==> config.mk <==
export PLATFORM = sky130hd
export DESIGN_NAME = acmd12_cmd_arbiter
export DESIGN_NICKNAME = d
export VERILOG_FILES = /design/src/rtl/acmd12_cmd_arbiter.sv
export SDC_FILE = /design/constraint.sdc
export NUM_CORES = 1
export LEC_CHECK = 0
export BUFFER_PORTS_ARGS = -buffer_cell sky130_fd_sc_hd__buf_2
export CORE_MARGIN = 3
export CORE_UTILIZATION = 48
export DETAILED_ROUTE_END_ITERATION = 8
export PLACE_DENSITY = 0.81
export SKIP_LAST_GASP = 1
export SLEW_MARGIN = 20
export SYNTH_ARGS = -nofsm -noshare
export SYNTH_HDL_FRONTEND = slang
export SYNTH_SLANG_ARGS = --single-unit
export TNS_END_PERCENT = 10
==> constraint.sdc <==
create_clock -name clk_i -period 3.1 [get_ports clk_i]
set_input_delay 0.93 -clock clk_i [delete_from_list [all_inputs] [get_ports clk_i]]
set_output_delay 0.93 -clock clk_i [all_outputs]
set_load 0.03 [all_outputs]
==> src/rtl/acmd12_cmd_arbiter.sv <==
// acmd12_cmd_arbiter: arbitrates driver commands and Auto CMD12 onto the SD command line and classifies their errors
module acmd12_cmd_arbiter #(
  parameter logic [31:0] Cmd12Arg      = 32'h0,
  parameter logic [1:0]  Cmd12RespType = 2'b11
) (
  input  logic        clk_i,
  input  logic        rst_i,
  input  logic        drv_valid_i,
  output logic        drv_ready_o,
  input  logic [5:0]  drv_index_i,
  input  logic [31:0] drv_arg_i,
  input  logic [1:0]  drv_resp_type_i,
  input  logic        drv_crc_chk_i,
  input  logic        drv_idx_chk_i,
  input  logic        acmd12_req_i,
  output logic        cmd_valid_o,
  input  logic        cmd_ready_i,
  output logic [5:0]  cmd_index_o,
  output logic [31:0] cmd_arg_o,
  output logic [1:0]  cmd_resp_type_o,
  output logic        cmd_crc_chk_o,
  output logic        cmd_idx_chk_o,
  input  logic        rsp_done_i,
  input  logic [3:0]  rsp_err_i,
  output logic        drv_complete_o,
  output logic [3:0]  drv_err_o,
  output logic        acmd12_complete_o,
  output logic [7:0]  acmd12_err_o,
  input  logic [7:0]  acmd12_err_clr_i,
  output logic        busy_o
);
  typedef enum logic [2:0] {IDLE, ISSUE_A12, WAIT_A12, ISSUE_DRV, WAIT_DRV} state_t;

  state_t      state_q, state_d;
  logic        a12_pend_q, a12_pend_d, drv_pend_q, drv_pend_d;
  logic [5:0]  idx_q, idx_d;
  logic [31:0] arg_q, arg_d;
  logic [1:0]  rt_q, rt_d;
  logic        crc_q, crc_d, ichk_q, ichk_d;
  logic [7:0]  err_q, err_d;
  logic        is_a12, is_drv, accept, done_a12, done_drv, fail, drop_drv, drop_a12;

  assign is_a12   = !rst_i && state_q == ISSUE_A12;
  assign is_drv   = !rst_i && state_q == ISSUE_DRV;
  assign accept   = drv_valid_i && drv_ready_o;
  assign done_a12 = !rst_i && rsp_done_i && state_q == WAIT_A12;
  assign done_drv = !rst_i && rsp_done_i && state_q == WAIT_DRV;
  assign fail     = rsp_err_i != 4'h0;
  assign drop_drv = done_a12 && fail && drv_pend_q;
  assign drop_a12 = done_drv && fail && a12_pend_q;

  assign drv_ready_o       = !rst_i && !drv_pend_q && state_q != WAIT_DRV;
  assign cmd_valid_o       = is_a12 || is_drv;
  assign cmd_index_o       = is_a12 ? 6'd12 : is_drv ? idx_q : 6'd0;
  assign cmd_arg_o         = is_a12 ? Cmd12Arg : is_drv ? arg_q : 32'h0;
  assign cmd_resp_type_o   = is_a12 ? Cmd12RespType : is_drv ? rt_q : 2'b00;
  assign cmd_crc_chk_o     = is_a12 || (is_drv && crc_q);
  assign cmd_idx_chk_o     = is_a12 || (is_drv && ichk_q);
  assign drv_complete_o    = done_drv;
  assign drv_err_o         = done_drv ? rsp_err_i : 4'h0;
  assign acmd12_complete_o = done_a12;
  assign acmd12_err_o      = rst_i ? 8'h00 : err_q;
  assign busy_o            = !rst_i && (drv_pend_q || a12_pend_q || state_q != IDLE);

  // next-state: CMD12 wins arbitration; an issued command waits for its response
  always_comb begin
    state_d = state_q;
    case (state_q)
      IDLE:      state_d = a12_pend_q ? ISSUE_A12 : drv_pend_q ? ISSUE_DRV : IDLE;
      ISSUE_A12: state_d = cmd_ready_i ? WAIT_A12 : ISSUE_A12;
      ISSUE_DRV: state_d = cmd_ready_i ? WAIT_DRV : ISSUE_DRV;
      WAIT_A12:  state_d = rsp_done_i ? IDLE : WAIT_A12;
      WAIT_DRV:  state_d = rsp_done_i ? IDLE : WAIT_DRV;
      default:   state_d = IDLE;
    endcase
  end

  // pending flags, captured driver fields and the sticky CMD12 error status
  always_comb begin
    a12_pend_d = (a12_pend_q || (acmd12_req_i && state_q != ISSUE_A12 && state_q != WAIT_A12))
                 && !(state_q == ISSUE_A12 && cmd_ready_i) && !drop_a12;
    drv_pend_d = (drv_pend_q || accept) && !(state_q == ISSUE_DRV && cmd_ready_i) && !drop_drv;
    idx_d      = accept ? drv_index_i : idx_q;
    arg_d      = accept ? drv_arg_i : arg_q;
    rt_d       = accept ? drv_resp_type_i : rt_q;
    crc_d      = accept ? drv_crc_chk_i : crc_q;
    ichk_d     = accept ? drv_idx_chk_i : ichk_q;
    err_d      = (err_q & ~acmd12_err_clr_i)
                 | (done_a12 ? {drop_drv, 2'b00, rsp_err_i, 1'b0} : 8'h00)
                 | {7'h00, drop_a12};
  end

  // state registers; reset abandons everything silently
  always_ff @(posedge clk_i) begin
    if (rst_i) begin
      state_q    <= IDLE;
      a12_pend_q <= 1'b0;
      drv_pend_q <= 1'b0;
      idx_q      <= 6'd0;
      arg_q      <= 32'h0;
      rt_q       <= 2'b00;
      crc_q      <= 1'b0;
      ichk_q     <= 1'b0;
      err_q      <= 8'h00;
    end else begin
      state_q    <= state_d;
      a12_pend_q <= a12_pend_d;
      drv_pend_q <= drv_pend_d;
      idx_q      <= idx_d;
      arg_q      <= arg_d;
      rt_q       <= rt_d;
      crc_q      <= crc_d;
      ichk_q     <= ichk_d;
      err_q      <= err_d;
    end
  end
endmodule

==> results.txt, run 1 <==
die span in x -> 81.9 um
area of the multi-input gates -> 0.00147 mm2
gr ovfl total -> 0
Clock Path Buffers -> 2
register area -> 0.00110 mm2
WL final -> 5930 um
clk_lat worst skew -> 0.29 ns
drt via density -> 4.85
Port-buffer cells -> 118
DRC -> 0
Final Cycle Share -> 98.8%
placer congestion estimate -> 0.755
leak pwr -> 1.75 nW
status -> finished clean
top_reg_cell synth -> dfxtp_1
Synth Cell Area -> 0.00277 mm2
Gate Count Post-Synth -> 272
die area -> 0.00671 mm2
RSZ-0062 raised after global routing -> true
# fillers -> 491
global routing met2 resource utilization -> 31.7%
worst-path fanout max -> 36
length of the first detailed-routing pass in iterations -> 4
clk_skew -> 0.00472 ns
CP Cell Sequence -> buf_2, or3b_1, nor2_2, buf_12, and2_1, clkbuf_4
antenna violations before repair -> 0
CP max stage delay -> 0.40 ns
vias in the first global route -> 2240
Netlist cell types -> 35
post-DP HPWL -> 4320 um
gr usage total -> 17.9%
Crit Path Category -> in -> out
Post-synth EDFFs -> 0
CTS Buf Count -> 5
Max VDD drop -> 0.000251 V
Hold Vio Cnt, Final -> 0
area growth from synthesis to layout -> 26.5%
Antenna diodes -> 0
CTS root buf -> clkbuf_8
CP delay by family, top -> simple AND/OR/NAND/NOR gates
site row count -> 27
Clk pin slew, worst setup/hold paths -> 0.09 ns
ANT nets after route -> 0
Slew Viols, Final -> 0
share of layout cells above drive strength 1 -> 44.5%
YS warnings -> 0
slowest CP cell -> or3b_1
FMAX -> 327 MHz
Most Used Layer, Global Route -> met2
layout net count -> 444
Detailed Route Iter0 Violations -> 45
syn_area_per_cell -> 10.2 um2
starting density of the core -> 49.9%
placed cells -> 449
Wirelength per Cell -> 13.0 um
GR Util met3 -> 6.25%
syn nets -> 332
asr flop ratio synth -> 0%
cts hold-fix bufs -> 0
max cap viols -> 0
first-pass GRT wire length -> 9660 um
Power Total -> 1.58 mW
HP Class -> reg -> reg
H-tree Lvls -> 2
Top Ports -> 119
CP Launch Type -> input pin
met1 usage -> 20.7%
via count -> 2212
Worst slew margin -> 67.7%
CTS tree -> built
fin crit period -> 3.06 ns
CP required -> 2.17 ns
Post-Layout Cell Count -> 456
setup TNS -> 0 ns
sequential share of the synthesized area -> 39.8%
Crit. End Element -> primary output
CORE AREA -> 0.00554 mm2
worst path buffer plus inverter count -> 3
Seq cells post-synth -> 55
largest net degree at the start of global routing -> 59
clock sink total -> 55
Worst-Margin Slew -> 0.484 ns
Setup Viol. Count Final -> 0
pwr dens -> 450 mW/mm2
worst endpoint data arrival time -> 2.13 ns
Die Height -> 81.9 um
-- through the flow --
step	utilization [%]	hold WS (ns)	cell area, um2	worst slack (ns)
2_1_floorplan	-	0.443	2770	-0.0190
3_3_place_gp	61.2	0.461	3390	0.0580
3_5_place_dp	61.2	0.471	3390	0.0163
4_1_cts	63.1	0.483	3500	0.0163
5_1_grt	63.1	0.502	3500	-0.0272
6_report	63.1	0.484	3500	0.0378
-- metal layers --
metal | part of all wire [%] | vias to the layer above
li1 | - | 1121
met1 | 44 | 988
met2 | 44 | 95
met3 | 11 | 8
met4 | 1.2 | 0
met5 | 0 | -
-- tightest hold or removal path: stages, from the launching register on --
cell     delay (ns)
dfxtp_1        0.31
nand2_1        0.07
o21ai_0        0.07
-- cells by family (layout without fill, tap and decap cells) --
family | Yosys count | count (layout) | share of synthesized area [%]
muxes | 37 | 37 | 19.5
AOI/OAI and AO/OA | 27 | 27 | 6.65
DFF | 55 | 55 | 39.8
and+or+nand+nor | 117 | 117 | 26.3
xor gates and xnor gates | 1 | 1 | 0.317
buffers and inverters | 35 | 147 | 7.38
-- cells in the mapped netlist, drive strengths merged (2+ instances only) --
| master | number | area, um2 |
|---|---|---|
| a22o | 5 | 43.8 |
| dfxtp | 55 | 1100 |
| and2 | 41 | 257 |
| a21oi | 8 | 40.0 |
| o31ai | 6 | 45.0 |
| o21ai | 3 | 15.0 |
| mux2 | 36 | 529 |
| nor2 | 4 | 17.5 |
| inv | 16 | 60.1 |
| buf | 8 | 103 |
| or3b | 2 | 17.5 |
| nand4 | 6 | 37.5 |
| nand2b | 3 | 18.8 |
| clkbuf | 11 | 41.3 |
| nor2b | 46 | 288 |
| nor3b | 2 | 15.0 |
| nand3 | 3 | 15.0 |
| a211oi | 2 | 15.0 |
| nand2 | 2 | 7.51 |
| nor3 | 3 | 15.0 |
-- power by group --
| group | switching, mW | internal (mW) |
|---|---|---|
| Combinational | 0.154 | 0.165 |
| Sequential | 0.0444 | 0.766 |
| Clock | 0.210 | 0.237 |
-- layout make-up --
cell class	count	area share [%]
Clock inverter	1	0.858
Clock buffer	6	2.07
Multi-Input combinational cell	182	42.0
Inverter	16	1.72
Timing Repair Buffer	124	19.3
Tap cell	72	2.58
Sequential cell	55	31.5
-- placed cells by master (no fill, tap or decap), types with 5 or more instances in the layout --
cell type  synthesis  layout
a21oi_1            8       8
nor2b_1           46      46
and2_1            41      39
a22o_1             5       5
dfxtp_1           55      55
clkbuf_8           0       5
inv_1             16      16
mux2_4            33      33
buf_2              1     117
o31ai_1            6       6
nand4_1            6       6
-- sequential cells by signal (all words and copies together) (netlist names) --
signal	cells
state_q	3
ichk_q	1
arg_q	32
err_q	8
drv_pend_q	1
rt_q	2
crc_q	1
a12_pend_q	1
idx_q	6
-- worst paths after layout --
check / start / end / slack, ns / cells after the start
min: err_q[7] / err_q[7] / 0.48 / 2
min reg2reg: err_q[7] / err_q[7] / 0.48 / 2
max: rst_i / cmd_arg_o[31] / 0.04 / 6
max reg2reg: state_q[1] / arg_q[17] / 1.05 / 4
-- timing repair --
action / 4_1_cts / 5_1_grt
endpoints found under the setup margin: 0 / 10
gates resized for setup: 0 / 1
endpoints found under the hold margin: 0 / 0
buffers inserted: 0 / 0
(Power assumes the default switching activity.)
==> run 2, diff against run 1 <==
--- a/constraint.sdc
+++ b/constraint.sdc
@@ -3,2 +3,2 @@
 set_output_delay 0.93 -clock clk_i [all_outputs]
-set_load 0.03 [all_outputs]
+set_load 0.05 [all_outputs]
==> results.txt, run 2 (synthesized netlist as in run 1, its figures left out) <==
status -> finished clean
area growth from synthesis to layout -> 30.0%
Clock Path Buffers -> 2 (unchanged)
max cap viols -> 0 (unchanged)
length of the first detailed-routing pass in iterations -> 4 (unchanged)
layout net count -> 450 (+1.4%)
HP Class -> reg -> reg
Worst slew margin -> 64.9% (-2.8 points)
CP required -> 2.17 ns (about the same)
most frequent CP cell -> buf_2
commonest non-fill, non-tap cell in the layout -> buf_2
Setup Fix Bufs, Post-CTS -> 0 (unchanged)
CORE AREA -> 0.00554 mm2 (unchanged)
largest net degree at the start of global routing -> 37 (-37%)
Top reg by flops -> arg_q
Antenna diodes -> 0 (unchanged)
drt via density -> 4.80 (-0.99%)
Die Height -> 81.9 um (unchanged)
placer congestion estimate -> 0.824 (+9.1%)
Setup Viol. Count Final -> 0 (unchanged)
met2 wire length -> 2630 um (+0.42%)
starting density of the core -> 49.9% (unchanged)
# fillers -> 485 (-1.2%)
CP delay by family, top -> simple AND/OR/NAND/NOR gates
worst-path fanout max -> 36 (unchanged)
biggest regs -> arg_q: 32 flops, err_q: 8 flops, idx_q: 6 flops
Wirelength per Cell -> 13.1 um (+0.58%)
via count -> 2219 (+0.32%)
Crit Path Category -> in -> out
clock sink total -> 55 (unchanged)
Top Ports -> 119 (unchanged)
Slew Viols, Final -> 0 (unchanged)
CTS root buf -> clkbuf_8
FMAX -> 324 MHz (-0.92%)
Hold Vio Cnt, Final -> 0 (unchanged)
H-tree Lvls -> 2 (unchanged)
Fin Hold WS -> 0.475 ns (-0.00874 ns)
gr ovfl total -> 0 (unchanged)
RSZ-0062 raised after global routing -> true
CP Cell Sequence -> buf_2, or3b_1, nor2_2, buf_12, and2_1, buf_2
leak pwr -> 1.78 nW (+1.4%)
site row count -> 27 (unchanged)
WL met1 -> 2770 um (+5.9%)
Crit. End Element -> primary output
crit path launch -> rst_i
DRC -> 0 (unchanged)
WL final -> 6040 um (+1.9%)
metal3 WL -> 618 um (-1.6%)
clk_lat worst skew -> 0.30 ns (about the same)
worst endpoint data arrival time -> 2.16 ns (+0.03 ns)
HP Start -> rt_q[0]
pwr dens -> 454 mW/mm2 (+0.77%)
vias in the first global route -> 2066 (-7.8%)
CTS Buf Count -> 5 (unchanged)
cts hold-fix bufs -> 0 (unchanged)
Final Util -> 64.9% (+1.8 points)
Detailed Route Iter0 Violations -> 65 (+44%)
Port-buffer cells -> 118 (unchanged)
first-pass GRT wire length -> 9560 um (-1.1%)
Final Cycle Share -> 99.7% (+0.92 points)
worst path buffer plus inverter count -> 3 (unchanged)
slowest CP cell -> or3b_1
antenna violations before repair -> 0 (unchanged)
gr usage total -> 18.3% (+0.32 points)
share of layout cells above drive strength 1 -> 45.6% (+1.1 points)
R2R Path Start -> state_q[1]
die area -> 0.00671 mm2 (unchanged)
CP Launch Type -> input pin
fin crit period -> 3.09 ns (+0.0285 ns)
Top Metal Used -> met4
CTS tree -> built
Worst-Margin Slew -> 0.526 ns (+0.0421 ns)
die span in x -> 81.9 um (unchanged)
number of flip-flops in the largest register -> 32 (unchanged)
Max VDD drop -> 0.000251 V (+0.20%)
post-DP HPWL -> 4450 um (+2.9%)
most frequent cells in the layout -> buf_2 (105), dfxtp_1 (55), nor2b_1 (46)
ANT nets after route -> 0 (unchanged)
Clk pin slew, worst setup/hold paths -> 0.10 ns (about the same)
clk_skew -> 0.00966 ns (+0.00495 ns)
CP max stage delay -> 0.40 ns (about the same)
run 2: where the power goes:
group          leakage, nW  switching (mW)  internal, mW
sequential           0.453          0.0380         0.766
clock               0.0513           0.217         0.237
combinational         1.27           0.199         0.176
total                 1.78           0.454          1.18
run 2: area by class of cell:
cell class	instances	area, um2	share of cell area, %
repair buffers	130	763	21.2
well taps	72	90.1	2.51
clock inverters	1	30.0	0.835
multi-input cells	182	1480	41.1
flip-flops and latches	55	1100	30.6
clock buffers	6	72.6	2.02
inverters	16	60.1	1.67
run 2: routing by layer:
metal  track usage, %  vias up
met3             6.14        2
li1                 -     1133
met5                0        -
met1             23.7      988
met2             29.4       96
met4             3.99        0
run 2: repair_timing:
action                     in CTS  in global routing
pin swaps                       0                  0
gates cloned                    0                  0
resized for setup               1                 14
setup endpoints to repair      13                 35
run 2: path summary, 6_finish.rpt:
check                   endpoint  slack (ns)  depth (start not counted)
setup / recovery  cmd_index_o[4]       0.009                          6
setup reg to reg       arg_q[17]        0.99                          5
hold reg to reg          rt_q[0]        0.48                          2
hold / removal           rt_q[0]        0.48                          2
run 2: worst min-delay path: cells and delay by family (launching register included):
kind	cells	cell delay, ns
AO/OA/AOI/OAI	1	0.07
buffers and inverters	1	0.06
flip-flops	1	0.31
run 2: stage by stage:
step	total power [mW]	TNS, ns	setup WS, ns	instances	cell area (um2)
final	1.63	0	0.00921	462	3600
after global placement	1.19	-0.00537	-0.00537	455	3460
after CTS	1.65	-0.0752	-0.0122	462	3570
after floorplan	1.09	-5.03	-0.150	272	2780
after global routing	1.72	-0.552	-0.0305	462	3600
after detailed placement	1.19	-0.0957	-0.0221	455	3460
==> run 3, diff against run 2 <==
- SETUP_SLACK_MARGIN: default -> 0.5
==> results.txt, run 3 (synthesized netlist as in run 1, its figures left out) <==
Top Ports -> 119 (unchanged)
CTS tree -> built
gr usage total -> 21.5% (+3.2 points)
FMAX -> 326 MHz (+0.91%)
HP Class -> reg -> reg
clk_lat worst skew -> 0.30 ns (about the same)
Fin Hold WS -> 0.494 ns (+0.0184 ns)
largest net degree at the start of global routing -> 36 (-2.7%)
leak pwr -> 1.90 nW (+7.3%)
DRC -> 0 (unchanged)
Clock Path Buffers -> 2 (unchanged)
# fillers -> 389 (-20%)
placer congestion estimate -> 0.759 (-7.9%)
layout net count -> 453 (+0.67%)
H-tree Lvls -> 2 (unchanged)
starting density of the core -> 49.9% (unchanged)
fin crit period -> 3.06 ns (-0.0279 ns)
Final Util -> 73.2% (+8.3 points)
length of the first detailed-routing pass in iterations -> 5 (+1)
Worst slew margin -> 71.5% (+6.6 points)
Worst-Margin Slew -> 0.427 ns (-0.0990 ns)
first-pass GRT wire length -> 11100 um (+16%)
number of flip-flops in the largest register -> 32 (unchanged)
Power Total -> 1.61 mW (-1.4%)
clk_skew -> 0.00648 ns (-0.00318 ns)
status -> finished clean
die area -> 0.00671 mm2 (unchanged)
CTS root buf -> clkbuf_8
Final Cycle Share -> 98.8% (-0.90 points)
commonest non-fill, non-tap cell in the layout -> buf_2
Hold Vio Cnt, Final -> 0 (unchanged)
Antenna diodes -> 0 (unchanged)
CP delay by family, top -> simple AND/OR/NAND/NOR gates
slowest CP cell -> or3b_4
RSZ-0062 raised after global routing -> true
biggest regs -> arg_q: 32 flops, err_q: 8 flops, idx_q: 6 flops
Max VDD drop -> 0.000250 V (-0.45%)
Crit Path Category -> in -> out
CP Cell Sequence -> buf_6, or3b_4, nor2_4, buf_12, clkbuf_16, and2_4, buf_8
clock sink total -> 55 (unchanged)
WL final -> 7290 um (+21%)
Wirelength per Cell -> 15.6 um (+20%)
share of layout cells above drive strength 1 -> 59.4% (+14 points)
Post-Layout Cell Count -> 466 (+0.87%)
antenna violations before repair -> 0 (unchanged)
drt via density -> 5.11 (+6.4%)
CTS Buf Count -> 5 (unchanged)
site row count -> 27 (unchanged)
setup TNS -> 0 ns (unchanged)
CP Launch Type -> input pin
die span in x -> 81.9 um (unchanged)
Die Height -> 81.9 um (unchanged)
via count -> 2381 (+7.3%)
Crit. End Element -> primary output
vias in the first global route -> 2303 (+11%)
most frequent cells in the layout -> buf_2 (81), dfxtp_1 (55), nor2b_1 (40)
Top reg by flops -> arg_q
cts hold-fix bufs -> 0 (unchanged)
post-DP HPWL -> 4650 um (+4.6%)
area growth from synthesis to layout -> 46.7%
CP max stage delay -> 0.38 ns (-0.02 ns)
gr ovfl total -> 0 (unchanged)
Slew Viols, Final -> 0 (unchanged)
CP required -> 2.17 ns (about the same)
pwr dens -> 397 mW/mm2 (-13%)
worst endpoint data arrival time -> 2.13 ns (-0.03 ns)
worst path buffer plus inverter count -> 4 (+1)
max cap viols -> 0 (unchanged)
Setup Viol. Count Final -> 0 (unchanged)
Clk pin slew, worst setup/hold paths -> 0.09 ns (about the same)
placed cells -> 453 (-0.44%)
CORE AREA -> 0.00554 mm2 (unchanged)
worst-path fanout max -> 9 (-75%)
Detailed Route Iter0 Violations -> 67 (+3.1%)
ANT nets after route -> 0 (unchanged)
Port-buffer cells -> 118 (unchanged)
## run 3: cell count changes in the layout (fill, tap and decap cells not counted), sizes merged
cell / previous run / this run
buf: 120 / 132
bufinv: 1 / 0
clkbuf: 16 / 8
clkinv: 0 / 1
## run 3: path summary, 6_finish.rpt
kind | startpoint | end | slack (ns) | depth (start not counted)
worst max-delay path | rst_i | cmd_arg_o[27] | 0.04 | 7
worst min-delay path | idx_q[3] | idx_q[3] | 0.49 | 2
worst max register to register | state_q[2] | arg_q[12] | 1.12 | 4
worst min register to register | idx_q[3] | idx_q[3] | 0.49 | 2
## run 3: cell type report
class / instances / area, um2 / area share, %
inverter: 16 / 60.1 / 1.48
multi-input combinational: 182 / 1640 / 40.3
sequential: 55 / 1100 / 27.1
tap: 72 / 90.1 / 2.22
clock inverter: 1 / 5.00 / 0.123
timing repair buffer: 133 / 1090 / 26.8
clock buffer: 7 / 76.3 / 1.88
## run 3: stage by stage
stage	worst slack (ns)	area (um2)
4_1_cts	0.0507	3990
2_1_floorplan	0.146	3000
3_5_place_dp	-0.0350	3580
5_1_grt	0.0154	4060
3_3_place_gp	-0.0249	3580
6_report	0.0371	4060
## run 3: what timing repair did
item,CTS,global route
setup endpoints to repair,59,59
resized for setup,76,11
buffers inserted,1,0
cloned,3,1
pin swaps,1,0
## run 3: power breakdown
part,switching (mW),internal (mW),leakage (nW)
Combinational,0.228,0.197,1.41
Sequential,0.0353,0.766,0.453
Clock,0.223,0.159,0.0422
Total,0.487,1.12,1.90
## run 3: layer usage
layer / vias up / GRT usage, % / part of all wire (%)
met4: 0 / 6.98 / 1.4
met3: 12 / 4.71 / 8.0
li1: 1152 / - / -
met5: - / 0 / 0
met1: 1111 / 24.9 / 41
met2: 106 / 38.8 / 50
## run 3: tightest hold or removal path, cell delays in order, from the launching register on
cell and delay (ns):
dfxtp_1 0.31, inv_1 0.07, o31ai_1 0.07
